==> src/rtl/byte_computer_run_ctrl_if.sv <==
// Pin-side and core-side signals of the byte computer run controller.
// master = the controller, slave = the pins/core around it.
interface byte_computer_run_ctrl_if #(
    parameter int AW = 5
);
    logic [1:0]    cmd;
    logic          strobe;
    logic [7:0]    data_in;
    logic          cpu_halt;
    logic          cpu_start;
    logic          mem_we;
    logic [AW-1:0] mem_addr;
    logic [7:0]    mem_wdata;
    logic          busy;
    logic [2:0]    state_o;

    modport master (
        input  cmd, strobe, data_in, cpu_halt,
        output cpu_start, mem_we, mem_addr, mem_wdata, busy, state_o
    );

    modport slave (
        output cmd, strobe, data_in, cpu_halt,
        input  cpu_start, mem_we, mem_addr, mem_wdata, busy, state_o
    );
endinterface

==> src/rtl/byte_computer_run_ctrl.sv <==
// Load / run / dump sequencer for the byte computer.
// Define RUN_TIMEOUT_EN to add the RUN watchdog and ERROR state.
module byte_computer_run_ctrl #(
    parameter int AW        = 5,
    parameter int TIMEOUT_W = 16
) (
    input logic clk,
    input logic rst,
    byte_computer_run_ctrl_if.master bus
);
    typedef enum logic [2:0] {
        S_IDLE   = 3'd0,
        S_LOAD   = 3'd1,
        S_RUN    = 3'd2,
        S_HALTED = 3'd3,
        S_DUMP   = 3'd4,
        S_ERROR  = 3'd5
    } state_t;

    localparam logic [AW-1:0] ADDR_LAST = '1;

    state_t        state;
    logic          s1, s2, s3;
    logic          ev;
    logic          cpu_start;
    logic          mem_we;
    logic [AW-1:0] mem_addr;
    logic [7:0]    mem_wdata;

`ifdef RUN_TIMEOUT_EN
    localparam logic [TIMEOUT_W-1:0] WD_LAST = '1;
    logic [TIMEOUT_W-1:0] wd;
`else
    localparam int unused_timeout_w = TIMEOUT_W;
`endif

    assign ev = s2 & ~s3;

    always_ff @(posedge clk) begin
        if (rst) begin
            state     <= S_IDLE;
            s1        <= 1'b0;
            s2        <= 1'b0;
            s3        <= 1'b0;
            cpu_start <= 1'b0;
            mem_we    <= 1'b0;
            mem_addr  <= '0;
            mem_wdata <= 8'h00;
`ifdef RUN_TIMEOUT_EN
            wd        <= '0;
`endif
        end else begin
            s1     <= bus.strobe;
            s2     <= s1;
            s3     <= s2;
            mem_we <= 1'b0;
            unique case (state)
                S_IDLE, S_HALTED: begin
                    if (ev) begin
                        case (bus.cmd)
                            2'b01: begin
                                state    <= S_LOAD;
                                mem_addr <= '0;
                            end
                            2'b10: begin
                                state <= S_RUN;
`ifdef RUN_TIMEOUT_EN
                                wd    <= '0;
`endif
                            end
                            2'b11: begin
                                state    <= S_DUMP;
                                mem_addr <= '0;
                            end
                            default: ;
                        endcase
                    end
                end
                // The address advances the cycle after the write pulse.
                S_LOAD: begin
                    if (mem_we) begin
                        mem_addr <= mem_addr + 1'b1;
                        if (mem_addr == ADDR_LAST)
                            state <= S_IDLE;
                    end else if (ev) begin
                        mem_we    <= 1'b1;
                        mem_wdata <= bus.data_in;
                    end
                end
                S_RUN: begin
`ifdef RUN_TIMEOUT_EN
                    wd <= wd + 1'b1;
`endif
                    if (!cpu_start) begin
                        cpu_start <= 1'b1;
                    end else if (bus.cpu_halt) begin
                        cpu_start <= 1'b0;
                        state     <= S_HALTED;
`ifdef RUN_TIMEOUT_EN
                    end else if (wd == WD_LAST) begin
                        cpu_start <= 1'b0;
                        state     <= S_ERROR;
`endif
                    end
                end
                S_DUMP: begin
                    if (ev) begin
                        if (mem_addr == ADDR_LAST) begin
                            mem_addr <= '0;
                            state    <= S_HALTED;
                        end else begin
                            mem_addr <= mem_addr + 1'b1;
                        end
                    end
                end
                S_ERROR: begin
                    if (ev && bus.cmd == 2'b01) begin
                        state    <= S_LOAD;
                        mem_addr <= '0;
                    end
                end
                default: state <= S_IDLE;
            endcase
        end
    end

    assign bus.cpu_start = cpu_start;
    assign bus.mem_we    = mem_we;
    assign bus.mem_addr  = mem_addr;
    assign bus.mem_wdata = mem_wdata;
    assign bus.state_o   = state;
    assign bus.busy      = (state == S_LOAD) || (state == S_RUN) ||
                           (state == S_DUMP);
endmodule

==> src/flat_wrapper.sv <==
// flat-port wrapper written by rule: the top's interface ports become plain ports
module byte_computer_run_ctrl_flat 
#(
    parameter int AW        = 5,
    parameter int TIMEOUT_W = 16
)
  (clk, rst, bus_cmd, bus_strobe, bus_data_in, bus_cpu_halt, bus_cpu_start, bus_mem_we, bus_mem_addr, bus_mem_wdata, bus_busy, bus_state_o);
  byte_computer_run_ctrl_if #(.AW(AW)) bus_i ();
  input logic clk;
  input logic rst;
  input wire logic [$bits(bus_i.cmd)-1:0] bus_cmd;
  input wire logic [$bits(bus_i.strobe)-1:0] bus_strobe;
  input wire logic [$bits(bus_i.data_in)-1:0] bus_data_in;
  input wire logic [$bits(bus_i.cpu_halt)-1:0] bus_cpu_halt;
  output wire logic [$bits(bus_i.cpu_start)-1:0] bus_cpu_start;
  output wire logic [$bits(bus_i.mem_we)-1:0] bus_mem_we;
  output wire logic [$bits(bus_i.mem_addr)-1:0] bus_mem_addr;
  output wire logic [$bits(bus_i.mem_wdata)-1:0] bus_mem_wdata;
  output wire logic [$bits(bus_i.busy)-1:0] bus_busy;
  output wire logic [$bits(bus_i.state_o)-1:0] bus_state_o;
  assign bus_i.cmd = bus_cmd;
  assign bus_i.strobe = bus_strobe;
  assign bus_i.data_in = bus_data_in;
  assign bus_i.cpu_halt = bus_cpu_halt;
  assign bus_cpu_start = bus_i.cpu_start;
  assign bus_mem_we = bus_i.mem_we;
  assign bus_mem_addr = bus_i.mem_addr;
  assign bus_mem_wdata = bus_i.mem_wdata;
  assign bus_busy = bus_i.busy;
  assign bus_state_o = bus_i.state_o;
  byte_computer_run_ctrl #(.AW(AW), .TIMEOUT_W(TIMEOUT_W)) u_core (.clk(clk), .rst(rst), .bus(bus_i));
endmodule
==> config.mk <==
export PLATFORM = sky130hd
export DESIGN_NAME = byte_computer_run_ctrl_flat
export DESIGN_NICKNAME = d
export VERILOG_FILES = /design/src/rtl/byte_computer_run_ctrl_if.sv /design/src/rtl/byte_computer_run_ctrl.sv /design/src/flat_wrapper.sv
export SDC_FILE = /design/constraint.sdc
export NUM_CORES = 1
export LEC_CHECK = 0
export CAP_MARGIN = 20
export CORE_MARGIN = 3
export CORE_UTILIZATION = 35
export CTS_CLUSTER_SIZE = 25
export DETAILED_ROUTE_END_ITERATION = 7
export MAX_ROUTING_LAYER = met4
export PLACE_DENSITY = 0.69
export SLEW_MARGIN = 20
export SYNTH_ARGS = -nofsm -noshare
export SYNTH_HDL_FRONTEND = slang
export SYNTH_SLANG_ARGS = --single-unit
==> constraint.sdc <==
create_clock -name clk -period 2.75 [get_ports clk]
set_input_delay 0.825 -clock clk [delete_from_list [all_inputs] [get_ports clk]]
set_output_delay 0.825 -clock clk [all_outputs]
set_load 0.01 [all_outputs]
==> results.toml, run 1 <==
[global_route]
grt_pass1_wl_mm = 4.83
antenna_found_initial = 0
grt-busiest-layer = "met2"
use_met3_pct = 2.64
grtUsageMet2_pct = 25.7
grt_pass1_vias = 1104
overflow = 0
grt_use_total_pct = 15.4
use_met1_pct = 17.6
grt_max_degree = 17

[die]
io_pins = 33
die_h_um = 63.8
core_sq_mm = 0.00313
start_util_pct = 37.3
rows = 20
die_area_sq_mm = 0.00406
dieWidth_um = 63.8

[yosys]
synth_top_area_share_pct = 36.0
syn_avg_cell_area_sq_um = 8.71
synth.area.top_cells = "dfxtp_1 (36%), mux2i_1 (6.9%), nor2_1 (6.8%)"
synth_area_leader_cell = "dfxtp_1"
syn-num-nets = 150
synth_area_sq_mm = 0.00117
synthCells = 134
ys_seq_elements = 21
synth_cell_types = 39
yosysSeqAreaShare_pct = 36.0
ys_warn_count = 0

[place]
numPortBuffers = 32
place.gp.congestion = 0.893
place_area_sq_mm = 0.00153
dp_hpwl_mm = 2.13

[worst_hold_path]
hold_class = "reg -> reg"
min-delay-start = "u_core.s1"
holdPathEnd = "u_core.s2"
hold_depth = 1

[setup_path]
timing.rr.end = "u_core.bus.mem_addr[2]"
crit_type = "reg -> out"
end_kind = "output pin"
cp_max_fo = 9
r2r_cells = 7
r2r_slack_ps = 670
crit_required_ps = 1930
start_kind = "register"
arrival_ps = 1790
reg2reg_from = "u_core.bus.mem_addr[0]"

[power_and_ir_drop]
clkPwrFrac_pct = 17.3
p_sw_share_pct = 36.5
peakVddDrop_mv = 0.240
p_int_uw = 551
pwr_density_cell_mw_per_mm2 = 558
seq_power_share_pct = 39.4
leakage_nw = 0.650
power_frac_comb_pct = 43.3
p_sw_uw = 317

[flow_run]
drv_cap = 0

[sta]
hold_violations = 0
finClkSkew_ps = 3.11
worst_pin_slew_ps = 556
finalSetupViolations = 0
hold_ws_ps = 454
period_share_pct = 95.0
rsz0062_at_grt = "no"
drv_slew = 0
slew_headroom_pct = 62.9
fmax_ghz = 0.383
fin_crit_ps = 2610
tns_ps = 0

[drt]
drt_wl_total_mm = 2.82
drt_iter0_markers = 91
drc = 0
wl_per_cell_um = 13.4
firstDrtPassIters = 5
via_per_inst = 5.13
antenna_left = 0
num_vias = 1083

[layout]
drive_above_1_share_pct = 10.2
fillers = 311
mostFrequentLayoutCells = "clkdlybuf4s50_1 (32), nor2_1 (21), dfxtp_1 (21), a21oi_1 (9)"
final_nets = 184
seqCellArea_sq_um = 420
syn_to_final_growth_pct = 33.1
multi_input_area_sq_um = 661
layout_commonest_cell = "clkdlybuf4s50_1"
fin_area_sq_mm = 0.00155
antenna_cells = 0

[status]
outcome = "finished, final reports clean"

[cts]
ctsHoldBuffers = 0
clock_latency_ps = 300
cts_resized = 0
cts_setup_buffers = 0
path_clk_slew_ps = 120
h-tree-depth = 1
cts_made_buffers = 3
cts_sinks = 21
clock_path_buffers = 2
cts_tree = "built"
cts_root_buf = "clkbuf_4"
==> metrics by stage <==
step / setup slack (ps) / power, mW / util, % / cells
after detailed placement: 4.48 / 0.720 / 48.8 / 207
after global placement: 121 / 0.708 / 48.8 / 207
after floorplan: 666 / 0.614 / - / 134
after CTS: 141 / 0.873 / 49.7 / 211
final: 138 / 0.868 / 49.7 / 211
after global routing: 26.9 / 0.927 / 49.7 / 211
==> synth_stat cells <==
cell type  number
a211oi_1        1
a21o_1          1
a21oi_1         9
a21oi_2         1
a22oi_4         1
a2bb2oi_1       1
a311oi_1        1
a31oi_4         1
a32o_1          1
a41o_1          1
and3_1          3
buf_2           3
buf_4           1
buf_6           3
clkbuf_1        3
dfxtp_1        21
ha_1            2
inv_1           4
inv_2           1
mux2i_1         8
nand2_1         4
nand2b_1        3
nand3_1         2
nor2_1         21
nor2b_1         8
nor2b_4         2
nor3_1          3
nor3b_1         3
nor4_1          1
o21ai_0         6
o21bai_1        2
o22a_1          1
o22ai_2         1
o311ai_1        2
o41ai_1         2
or2_1           1
or3_1           2
or4_1           2
xor2_1          1
==> layout make-up <==
class	count	area share (%)
Multi-Input combinational cell	98	42.5
Sequential cell	21	27.1
Timing Repair Buffer	39	24.0
Tap cell	44	3.54
Clock buffer	4	1.69
Inverter	5	1.21
==> worst max-delay path by stage <==
stage          cells past startpoint                  start                endpoint
2_1_floorplan                      6             bus_cmd[0]  u_core.bus.mem_addr[1]
3_3_place_gp                       7             bus_cmd[0]  u_core.bus.mem_addr[3]
3_5_place_dp                       7             bus_cmd[0]  u_core.bus.mem_addr[2]
4_1_cts                            4  u_core.bus.state_o[2]                bus_busy
5_1_grt                            4  u_core.bus.state_o[2]                bus_busy
6_report                           4  u_core.bus.state_o[2]                bus_busy
==> metal layers <==
metal,wire [um],vias up
li1,-,538
met1,1210,495
met2,1350,42
met3,172,8
met4,82,0
met5,0,-
==> power groups by stage <==
stage	combinational, mW	sequential [mW]	clock, mW
2_1_floorplan	0.267	0.347	0
3_3_place_gp	0.360	0.348	0
3_5_place_dp	0.371	0.348	0
4_1_cts	0.375	0.342	0.156
5_1_grt	0.410	0.345	0.172
6_report	0.376	0.342	0.150
==> cells by family (layout without fill, tap and decap cells) <==
logic type / after synthesis / count (layout) / synth area share [%]
simple gates: 55 / 55 / 25.4
buf+inv: 15 / 48 / 7.39
mux: 8 / 8 / 6.86
xor+xnor: 1 / 1 / 0.750
flops: 21 / 21 / 36.0
fa+ha+maj: 2 / 2 / 2.14
compound gates: 32 / 32 / 21.4
==> worst max-delay path, cell delays in order (launching register included) <==
cell and delay [ps]:
dfxtp_1 500, xor2_1 260, nor2_1 70, a21oi_1 110
clkdlybuf4s50_1 540
==> state kept, by name, summed over array words and instances, names as in the netlist <==
signal,count
u_core.s2,1
u_core.s1,1
u_core.bus.mem_wdata,8
u_core.bus.cpu_start,1
u_core.bus.state_o,3
u_core.bus.mem_we,1
u_core.s3,1
u_core.bus.mem_addr,5
(Power assumes the default switching activity.)
==> run 2, diff against run 1 <==
--- a/config.mk
+++ b/config.mk
@@ -5,7 +5,7 @@
 export SDC_FILE = /design/constraint.sdc
 export NUM_CORES = 1
 export LEC_CHECK = 0
-export CAP_MARGIN = 20
+export CAP_MARGIN = 30
 export CORE_MARGIN = 3
 export CORE_UTILIZATION = 35
 export CTS_CLUSTER_SIZE = 25
==> results of run 2 <==
The final DEF is identical to that of run 1; final timing and power are the same.
==> run 3, diff against run 2 <==
--- a/config.mk
+++ b/config.mk
@@ -7,11 +7,11 @@
 export LEC_CHECK = 0
 export CAP_MARGIN = 30
 export CORE_MARGIN = 3
-export CORE_UTILIZATION = 35
+export CORE_UTILIZATION = 30
 export CTS_CLUSTER_SIZE = 25
 export DETAILED_ROUTE_END_ITERATION = 7
 export MAX_ROUTING_LAYER = met4
-export PLACE_DENSITY = 0.69
+export PLACE_DENSITY = 0.61
 export SLEW_MARGIN = 20
 export SYNTH_ARGS = -nofsm -noshare
 export SYNTH_HDL_FRONTEND = slang
==> constraint.sdc (replaced) <==
create_clock -name clk -period 2.75 [get_ports clk]
set_input_delay 0.825 -clock clk [delete_from_list [all_inputs] [get_ports clk]]
set_output_delay 0.825 -clock clk [all_outputs]
set_load 0.1 [all_outputs]
==> run 3 against run 2 <==
Non-clock buffer count is 4 lower; sequential cell count stayed put; clock power is 29% higher; highest routed layer unchanged; routed wire length is 3.8% lower; combinational power is 37% higher.
==> results.toml, run 3 (same netlist as run 1, synthesis figures left out) <==
[sta]
period_share_pct = 88.2
hold_violations = 0
tns_ps = 0
drv_slew = 0
worst_pin_slew_ps = 589
fin_crit_ps = 2430
hold_ws_ps = 444
finalSetupViolations = 0
finClkSkew_ps = 3.09
rsz0062_at_grt = "no"
slew_headroom_pct = 60.7
fmax_ghz = 0.412
fin_ws_ps = 325

[setup_path]
critPathTopFamily = "compound AO/OA/AOI/OAI gates"
start_kind = "input pin"
cp_max_fo = 9
max_stage_delay_ps = 530
worstPathCellList = "clkdlybuf4s50_1 -> nand2b_1 -> a31oi_4 -> o22ai_2 -> or3_1 -> o41ai_1"
r2r_cells = 7
end_kind = "register"
reg2reg_from = "u_core.bus.mem_addr[0]"
crit_type = "in -> reg"
slowest_stage = "clkdlybuf4s50_1"
r2r_slack_ps = 710
crit_required_ps = 2890
timing.rr.end = "u_core.bus.mem_addr[3]"
arrival_ps = 2570
path_buf_inv = 1

[drt]
drt_iter0_markers = 79
wl_met3_um = 154
drt_wl_total_mm = 2.71
firstDrtPassIters = 3
num_vias = 1060
via_per_inst = 5.02
antenna_left = 0
highest_layer = "met4"
met2_wirelength_mm = 1.34
wl_per_cell_um = 12.8
wl_met1_mm = 1.20
drc = 0

[place]
dp_hpwl_mm = 2.01
place_ws_ps = 67.8
dp_cells = 207
place.gp.congestion = 0.802
numPortBuffers = 32

[worst_hold_path]
hold_depth = 1
holdPathEnd = "u_core.s2"
min-delay-start = "u_core.s1"
hold_class = "reg -> reg"

[cts]
path_clk_slew_ps = 70
cts_root_buf = "clkbuf_8"
ctsHoldBuffers = 0
cts_sinks = 21
cts_tree = "built"
clock_path_buffers = 2
cts_made_buffers = 3
clock_latency_ps = 250
cts_setup_buffers = 0
cts_resized = 0
h-tree-depth = 1

[die]
rows = 22
die_area_sq_mm = 0.00468
io_pins = 33
dieWidth_um = 68.4
core_sq_mm = 0.00372
start_util_pct = 31.4
die_h_um = 68.4

[power_and_ir_drop]
leakage_nw = 0.681
pwr_density_cell_mw_per_mm2 = 718
peakVddDrop_mv = 0.185

[global_route]
grt_max_degree = 21
grt_use_total_pct = 13.2
grt_pass1_wl_mm = 4.66
antenna_found_initial = 0
overflow = 0
grt_pass1_vias = 1090

[layout]
largest_reg_flops = 8
syn_to_final_growth_pct = 30.9
antenna_cells = 0
final_nets = 180
mostFrequentLayoutCells = "nor2_1 (21), buf_4 (21), dfxtp_1 (18), clkdlybuf4s50_1 (13)"
regMostFlops = "u_core.bus.mem_wdata"
layoutNonFillerInstCount = 211
drive_above_1_share_pct = 22.1

[flow_run]
drv_cap = 0

[status]
outcome = "finished, final reports clean"
[run 3: changes by cell type in the layout (fill, tap and decap cells not counted)]
cell	delta
a21oi_1	-1
clkdlybuf4s50_1	-19
dfxtp_1	-3
clkbuf_8	+3
dfxtp_2	+3
buf_4	+14
clkbuf_4	-3
a21oi_4	+1
buf_12	+1
[run 3: final cells by class]
type | count | area [sq um]
sequential | 21 | 424
tap | 48 | 60.1
multi-input combinational | 98 | 672
clock buffer | 4 | 45.0
inverter | 5 | 18.8
fill | 396 | 2190
timing repair buffer | 35 | 308
[run 3: worst max path at each step]
stage                     cells after the start             startpoint                endpoint
after detailed placement                      6             bus_cmd[0]  u_core.bus.mem_addr[2]
after global placement                        6             bus_cmd[0]  u_core.bus.mem_addr[1]
after CTS                                     6             bus_cmd[0]  u_core.bus.mem_addr[2]
after floorplan                               4  u_core.bus.state_o[0]                bus_busy
final                                         6             bus_cmd[0]  u_core.bus.mem_addr[3]
after global routing                          6             bus_cmd[0]  u_core.bus.mem_addr[3]
[run 3: through the flow]
stage	utilization (%)	instance area (sq um)	power (mW)
3_3_place_gp	39.9	1480	0.899
5_1_grt	41.1	1530	1.17
2_1_floorplan	-	1180	0.798
3_5_place_dp	39.9	1480	0.911
4_1_cts	41.1	1530	1.11
6_report	41.1	1530	1.10
[run 3: power by group]
group | internal, mW | switching [mW]
registers | 0.324 | 0.0638
clock network | 0.103 | 0.0906
logic | 0.178 | 0.338
total | 0.604 | 0.492
[run 3: routing by layer]
metal  track usage (%)  vias up
met5                 -        -
met4              4.47        0
met3              2.79        2
met2              22.3       25
met1              15.5      505
li1                  -      528
